File: src/rtl/fixed_point_divider_if.sv
// Start/done handshake bundle for the iterative fixed-point divider.
// The master modport drives operands and start; the slave modport returns the result.
interface fixed_point_divider_if #(
  parameter int WIDTH = 32
);
  logic             start;
  logic [WIDTH-1:0] data0;
  logic [WIDTH-1:0] data1;
  logic             ready;
  logic             done;
  logic [WIDTH-1:0] quot;
  logic             ovf;
  logic             dz;

  modport master (
    output start, data0, data1,
    input  ready, done, quot, ovf, dz
  );

  modport slave (
    input  start, data0, data1,
    output ready, done, quot, ovf, dz
  );
endinterface

File: src/rtl/fixed_point_divider.sv
// Iterative signed Q(WIDTH-FRAC_SIZE).FRAC_SIZE divider, one quotient bit per clock, with saturation.
// FIXED_POINT_DIVIDER_ROUND_NEAREST_EN adds a guard iteration and rounds half away from zero.
module fixed_point_divider #(
  parameter int WIDTH     = 32,
  parameter int FRAC_SIZE = 30
) (
  input logic                  clk,
  input logic                  rst,
  fixed_point_divider_if.slave bus
);

`ifdef FIXED_POINT_DIVIDER_ROUND_NEAREST_EN
  localparam int N = WIDTH + FRAC_SIZE + 1;
`else
  localparam int N = WIDTH + FRAC_SIZE;
`endif
  localparam int CW = $clog2(N + 1);
  localparam int SH = N - WIDTH;

  localparam logic [N-1:0]     MAG_MAX_POS = N'({(WIDTH-1){1'b1}});
  localparam logic [N-1:0]     MAG_MAX_NEG = MAG_MAX_POS + N'(1);
  localparam logic [WIDTH-1:0] Q_MAX       = {1'b0, {(WIDTH-1){1'b1}}};
  localparam logic [WIDTH-1:0] Q_MIN       = {1'b1, {(WIDTH-1){1'b0}}};

  typedef enum logic [1:0] {IDLE, DIV, FIX} state_t;

  state_t           state_q, state_d;
  logic             sign_q, sign_d;
  logic             neg0_q, neg0_d;
  logic             dz_pend_q, dz_pend_d;
  logic [WIDTH:0]   mag1_q, mag1_d;
  logic [N-1:0]     div_q, div_d;
  logic [WIDTH+1:0] rem_q, rem_d;
  logic [N-1:0]     quo_q, quo_d;
  logic [CW-1:0]    cnt_q, cnt_d;
  logic [WIDTH-1:0] quot_q, quot_d;
  logic             ovf_q, ovf_d;
  logic             dz_q, dz_d;
  logic             done_q, done_d;

  logic [WIDTH-1:0] mag0_in;
  logic [WIDTH-1:0] mag1_in;
  logic [WIDTH+2:0] rem_sh;
  logic [WIDTH+2:0] div_ext;
  logic             rem_ge;
  logic [N-1:0]     mag;
  logic             over;

  // A W-bit unsigned negate is exact even for the most negative operand.
  always_comb begin
    mag0_in = bus.data0[WIDTH-1] ? ('0 - bus.data0) : bus.data0;
    mag1_in = bus.data1[WIDTH-1] ? ('0 - bus.data1) : bus.data1;
    rem_sh  = {rem_q, div_q[N-1]};
    div_ext = (WIDTH+3)'(mag1_q);
    rem_ge  = (rem_sh >= div_ext);
`ifdef FIXED_POINT_DIVIDER_ROUND_NEAREST_EN
    mag     = {1'b0, quo_q[N-1:1]} + N'(quo_q[0]);
`else
    mag     = quo_q;
`endif
    over    = sign_q ? (mag > MAG_MAX_NEG) : (mag > MAG_MAX_POS);
  end

  always_comb begin
    state_d   = state_q;
    sign_d    = sign_q;
    neg0_d    = neg0_q;
    dz_pend_d = dz_pend_q;
    mag1_d    = mag1_q;
    div_d     = div_q;
    rem_d     = rem_q;
    quo_d     = quo_q;
    cnt_d     = cnt_q;
    quot_d    = quot_q;
    ovf_d     = ovf_q;
    dz_d      = dz_q;
    done_d    = 1'b0;

    case (state_q)
      IDLE: begin
        if (bus.start) begin
          sign_d    = bus.data0[WIDTH-1] ^ bus.data1[WIDTH-1];
          neg0_d    = bus.data0[WIDTH-1];
          mag1_d    = {1'b0, mag1_in};
          div_d     = {mag0_in, {SH{1'b0}}};
          rem_d     = '0;
          quo_d     = '0;
          cnt_d     = CW'(N);
          dz_pend_d = (bus.data1 == '0);
          state_d   = (bus.data1 == '0) ? FIX : DIV;
        end
      end

      DIV: begin
        rem_d = rem_ge ? (WIDTH+2)'(rem_sh - div_ext) : rem_sh[WIDTH+1:0];
        quo_d = {quo_q[N-2:0], rem_ge};
        div_d = div_q << 1;
        cnt_d = cnt_q - CW'(1);
        if (cnt_q == CW'(1)) begin
          state_d = FIX;
        end
      end

      FIX: begin
        done_d  = 1'b1;
        state_d = IDLE;
        if (dz_pend_q) begin
          quot_d = neg0_q ? Q_MIN : Q_MAX;
          ovf_d  = 1'b0;
          dz_d   = 1'b1;
        end else if (over) begin
          quot_d = sign_q ? Q_MIN : Q_MAX;
          ovf_d  = 1'b1;
          dz_d   = 1'b0;
        end else begin
          // A zero magnitude negates to zero, so no negative-zero case exists.
          quot_d = sign_q ? ('0 - mag[WIDTH-1:0]) : mag[WIDTH-1:0];
          ovf_d  = 1'b0;
          dz_d   = 1'b0;
        end
      end

      default: state_d = IDLE;
    endcase
  end

  always_ff @(posedge clk) begin
    if (rst) begin
      state_q   <= IDLE;
      sign_q    <= 1'b0;
      neg0_q    <= 1'b0;
      dz_pend_q <= 1'b0;
      mag1_q    <= '0;
      div_q     <= '0;
      rem_q     <= '0;
      quo_q     <= '0;
      cnt_q     <= '0;
      quot_q    <= '0;
      ovf_q     <= 1'b0;
      dz_q      <= 1'b0;
      done_q    <= 1'b0;
    end else begin
      state_q   <= state_d;
      sign_q    <= sign_d;
      neg0_q    <= neg0_d;
      dz_pend_q <= dz_pend_d;
      mag1_q    <= mag1_d;
      div_q     <= div_d;
      rem_q     <= rem_d;
      quo_q     <= quo_d;
      cnt_q     <= cnt_d;
      quot_q    <= quot_d;
      ovf_q     <= ovf_d;
      dz_q      <= dz_d;
      done_q    <= done_d;
    end
  end

  assign bus.ready = (state_q == IDLE);
  assign bus.done  = done_q;
  assign bus.quot  = quot_q;
  assign bus.ovf   = ovf_q;
  assign bus.dz    = dz_q;

endmodule

File: src/flat_wrapper.sv
// flat-port wrapper written by rule: the top's interface ports become plain ports
module fixed_point_divider_flat 
#(
  parameter int WIDTH     = 32,
  parameter int FRAC_SIZE = 30
)
  (clk, rst, bus_start, bus_data0, bus_data1, bus_ready, bus_done, bus_quot, bus_ovf, bus_dz);
  fixed_point_divider_if #(.WIDTH(WIDTH)) bus_i ();
  input logic clk;
  input logic rst;
  input wire logic [$bits(bus_i.start)-1:0] bus_start;
  input wire logic [$bits(bus_i.data0)-1:0] bus_data0;
  input wire logic [$bits(bus_i.data1)-1:0] bus_data1;
  output wire logic [$bits(bus_i.ready)-1:0] bus_ready;
  output wire logic [$bits(bus_i.done)-1:0] bus_done;
  output wire logic [$bits(bus_i.quot)-1:0] bus_quot;
  output wire logic [$bits(bus_i.ovf)-1:0] bus_ovf;
  output wire logic [$bits(bus_i.dz)-1:0] bus_dz;
  assign bus_i.start = bus_start;
  assign bus_i.data0 = bus_data0;
  assign bus_i.data1 = bus_data1;
  assign bus_ready = bus_i.ready;
  assign bus_done = bus_i.done;
  assign bus_quot = bus_i.quot;
  assign bus_ovf = bus_i.ovf;
  assign bus_dz = bus_i.dz;
  fixed_point_divider #(.WIDTH(WIDTH), .FRAC_SIZE(FRAC_SIZE)) u_core (.clk(clk), .rst(rst), .bus(bus_i));
endmodule
File: config.mk
export PLATFORM = sky130hd
export DESIGN_NAME = fixed_point_divider_flat
export DESIGN_NICKNAME = d
export VERILOG_FILES = /design/src/rtl/fixed_point_divider_if.sv /design/src/rtl/fixed_point_divider.sv /design/src/flat_wrapper.sv
export SDC_FILE = /design/constraint.sdc
export NUM_CORES = 1
export LEC_CHECK = 0
export BUFFER_PORTS_ARGS = -buffer_cell sky130_fd_sc_hd__buf_2
export CELL_PAD_IN_SITES_DETAIL_PLACEMENT = 1
export CELL_PAD_IN_SITES_GLOBAL_PLACEMENT = 1
export CORE_ASPECT_RATIO = 0.75
export CORE_MARGIN = 10
export CORE_UTILIZATION = 40
export CTS_CLUSTER_DIAMETER = 100
export DETAILED_ROUTE_END_ITERATION = 8
export PLACE_DENSITY_LB_ADDON = 0.1
export REMOVE_ABC_BUFFERS = 1
export SYNTH_ARGS = -nofsm -noshare
export SYNTH_HDL_FRONTEND = slang
export SYNTH_SLANG_ARGS = --single-unit
File: constraint.sdc
create_clock -name clk -period 7.1 [get_ports clk]
set_clock_uncertainty 0.2 [all_clocks]
set_input_delay 2.13 -clock clk [delete_from_list [all_inputs] [get_ports clk]]
set_output_delay 2.13 -clock clk [all_outputs]
set_load 0.1 [all_outputs]
==> flow_summary.ini <==
[placed_design]
io_buffers = 102
post_dp_cell_area_um2 = 12300
gp_congestion = 0.873
place.detailed.hpwl_um = 24900

[worst_setup_path]
worstSetupStartpointType = primary input
worstPathArrival_ps = 4920
worstPathRequired_ps = 7330
cp-end-kind = flip-flop
crit_path_max_fanout = 6
path_class = primary input to flip-flop

[power]
irDropWorstVdd_mv = 0.508
p_leak_uw = 0.00513
powerDensity_nw_per_um2 = 402

[cells_and_area]
stdcell_area_um2 = 13000
fillers = 3504
finalNetCount = 1593
drive_above_1_share_pct = 12.0
n_antenna_cell = 0
synthToLayoutAreaGrowth_pct = 12.8

[cts]
postCtsSetupBuffers = 0
cts_tree = yes
cts_buffers = 24
cts_sinks = 206
root_buffer = clkbuf_16
clk_path_buf_depth = 3
clk_pin_slew_ps = 60
postCtsResizedCells = 0
clk_latency_ps = 530
cts_max_level = 1
holdBufCountCts = 0

[synth]
yosys.area.top_type = dfxtp_1
synth-edff-count = 0
synth_cells = 1451
synth_top_area_share_pct = 35.7
ys_types = 72
yosys_warnings = 0
async_flop_share_pct = 0
synthTopCellsByArea = dfxtp_1 (36%), nor2_1 (5.7%), a21oi_1 (4.7%)
synth-seq-cells = 206
ys_dominant_reg_cell = dfxtp_1
synth.avg_cell_area_um2 = 7.96
synth_area_um2 = 11600
synth-seq-area-share_pct = 35.7

[detailed_routing]
route.detailed.drc = 0
num_vias = 10800
ant_nets = 0
wl_um = 35600
drtPass1Iterations = 5
drt_iter0_drc = 810
viasPerCell = 5.70
routedWlPerCell_um = 18.8

[grt]
antenna_found_initial = 1
overflow = 0
grt_pass1_vias = 10700
grt_usage_pct = 19.1
grt_max_degree = 86
grt_pass1_wl_um = 58400

[floorplanning]
die_w_um = 216
num_io_pins = 103
core_um2 = 28200
die_y_um = 167
fp.dieArea_um2 = 36200
row_count = 53
start_util_pct = 40.9

[timing]
maxSlewViolCount = 0
period_share_pct = 66.1
setup_viol = 0
hold_violations = 0
setup_tns_ps = 0
worst_hold_slack_ps = 253
rsz0062_at_grt = false
relSlewSlack_pct = 23.6
tightest_slew_ps = 1150
min_period_ps = 4690
max_freq_mhz = 213

[min_path]
hp-class = flip-flop to flip-flop

[job]
cap_violations = 0

[outcome]
status = complete, no violations
-- worst paths after layout --
path                                       start                 to  slack, ps  cells after the start
worst max-delay path                bus_data1[5]  u_core.mag1_q[24]       2410                      9
worst min-delay path               u_core.bus.dz      u_core.bus.dz        250                      2
worst max register to register  u_core.mag1_q[1]   u_core.rem_q[22]       2950                     10
worst min register to register     u_core.bus.dz      u_core.bus.dz        250                      2
-- report_power, final --
part | internal [µW] | leakage (µW) | switching (µW) | total [µW]
clock network | 704 | 0.000382 | 497 | 1200
logic | 951 | 0.00307 | 1690 | 2640
registers | 1290 | 0.00168 | 114 | 1400
-- cells in the mapped netlist (4+ instances only) --
library cell,number
o22ai_1,4
a21oi_1,109
o221a_2,4
clkbuf_1,90
a22oi_1,64
a221o_1,4
buf_1,7
ha_1,37
o21ai_0,80
nand4_1,12
a21o_1,9
nor2_1,174
and3_1,4
or3_1,9
o221ai_1,20
xor2_1,58
o21bai_1,8
or2_2,8
or4_1,11
a221oi_1,8
nor4_1,16
o41ai_1,13
inv_1,63
a31oi_1,8
a32oi_1,14
nand2_1,131
o211ai_1,7
o31ai_1,28
o21a_1,5
mux2i_1,17
nand3_1,19
xnor2_1,62
nor2b_1,8
nor3_1,49
a211oi_1,28
dfxtp_1,206
-- worst max-delay path, stage by stage --
cell	delay [ps]
buf_2	120
or4_4	550
nor3_4	150
nand2_2	100
or4_4	560
o41ai_1	820
nand2_1	150
xnor2_1	170
o31ai_1	180
-- layout by cell type (no fill, tap or decap), drive strengths merged, types with 13 or more instances in the layout --
cell type    n
o221ai      20
ha          37
buf        112
a21oi      109
o41ai       13
o21ai       81
a32oi       14
clkbuf      37
a22oi       64
mux2i       17
nor3        50
o31ai       28
nor4        16
nand3       19
inv         63
dfxtp      206
nand2      132
a211oi      28
or4         15
xnor2       62
xor2        58
nor2       174
-- state kept, by name, indices dropped and copies added (netlist names) --
name / flops
u_core.bus.done: 1
u_core.bus.dz: 1
u_core.bus.ovf: 1
u_core.bus.quot: 32
u_core.cnt_q: 6
u_core.div_q: 32
u_core.dz_pend_q: 1
u_core.mag: 62
u_core.mag1_q: 32
u_core.neg0_q: 1
u_core.rem_q: 34
u_core.sign_q: 1
u_core.state_q: 2
-- layout make-up --
cell class / count / area, µm² / area share (%)
tap: 385 / 482 / 3.70
clock inverter: 6 / 30.0 / 0.230
multi-input combinational: 1080 / 6840 / 52.5
timing repair buffer: 112 / 592 / 4.54
inverter: 64 / 240 / 1.84
sequential: 206 / 4120 / 31.6
clock buffer: 37 / 731 / 5.61
-- per-stage QoR --
| step | power, µW | std cells | utilization, % | setup WS, ps |
|---|---|---|---|---|
| 6_report | 5240 | 1890 | 46.1 | 2410 |
| 5_1_grt | 5620 | 1890 | 46.1 | 2210 |
| 4_1_cts | 5240 | 1890 | 46.1 | 2430 |
| 3_5_place_dp | 4010 | 1847 | 43.5 | 1880 |
| 3_3_place_gp | 3970 | 1847 | 43.5 | 1910 |
| 2_1_floorplan | 3270 | 1350 | - | 152 |
-- routing by layer --
layer / part of all wire, % / track usage, %
met5: 0 / 0
met4: 1.3 / 3.12
met2: 41 / 28.0
met1: 53 / 28.5
met3: 4.4 / 3.46
-- kinds of logic after synthesis --
family / after synthesis / share of synthesized area [%]
flip-flops: 206 / 35.7
AO/OA/AOI/OAI: 436 / 25.4
AND/OR/NAND/NOR: 469 / 18.7
multiplexers: 17 / 1.47
XOR/XNOR: 120 / 9.09
buffers and inverters: 165 / 5.46
adder cells (fa/ha/maj): 38 / 4.18
Power figures use the tool's default switching activity.
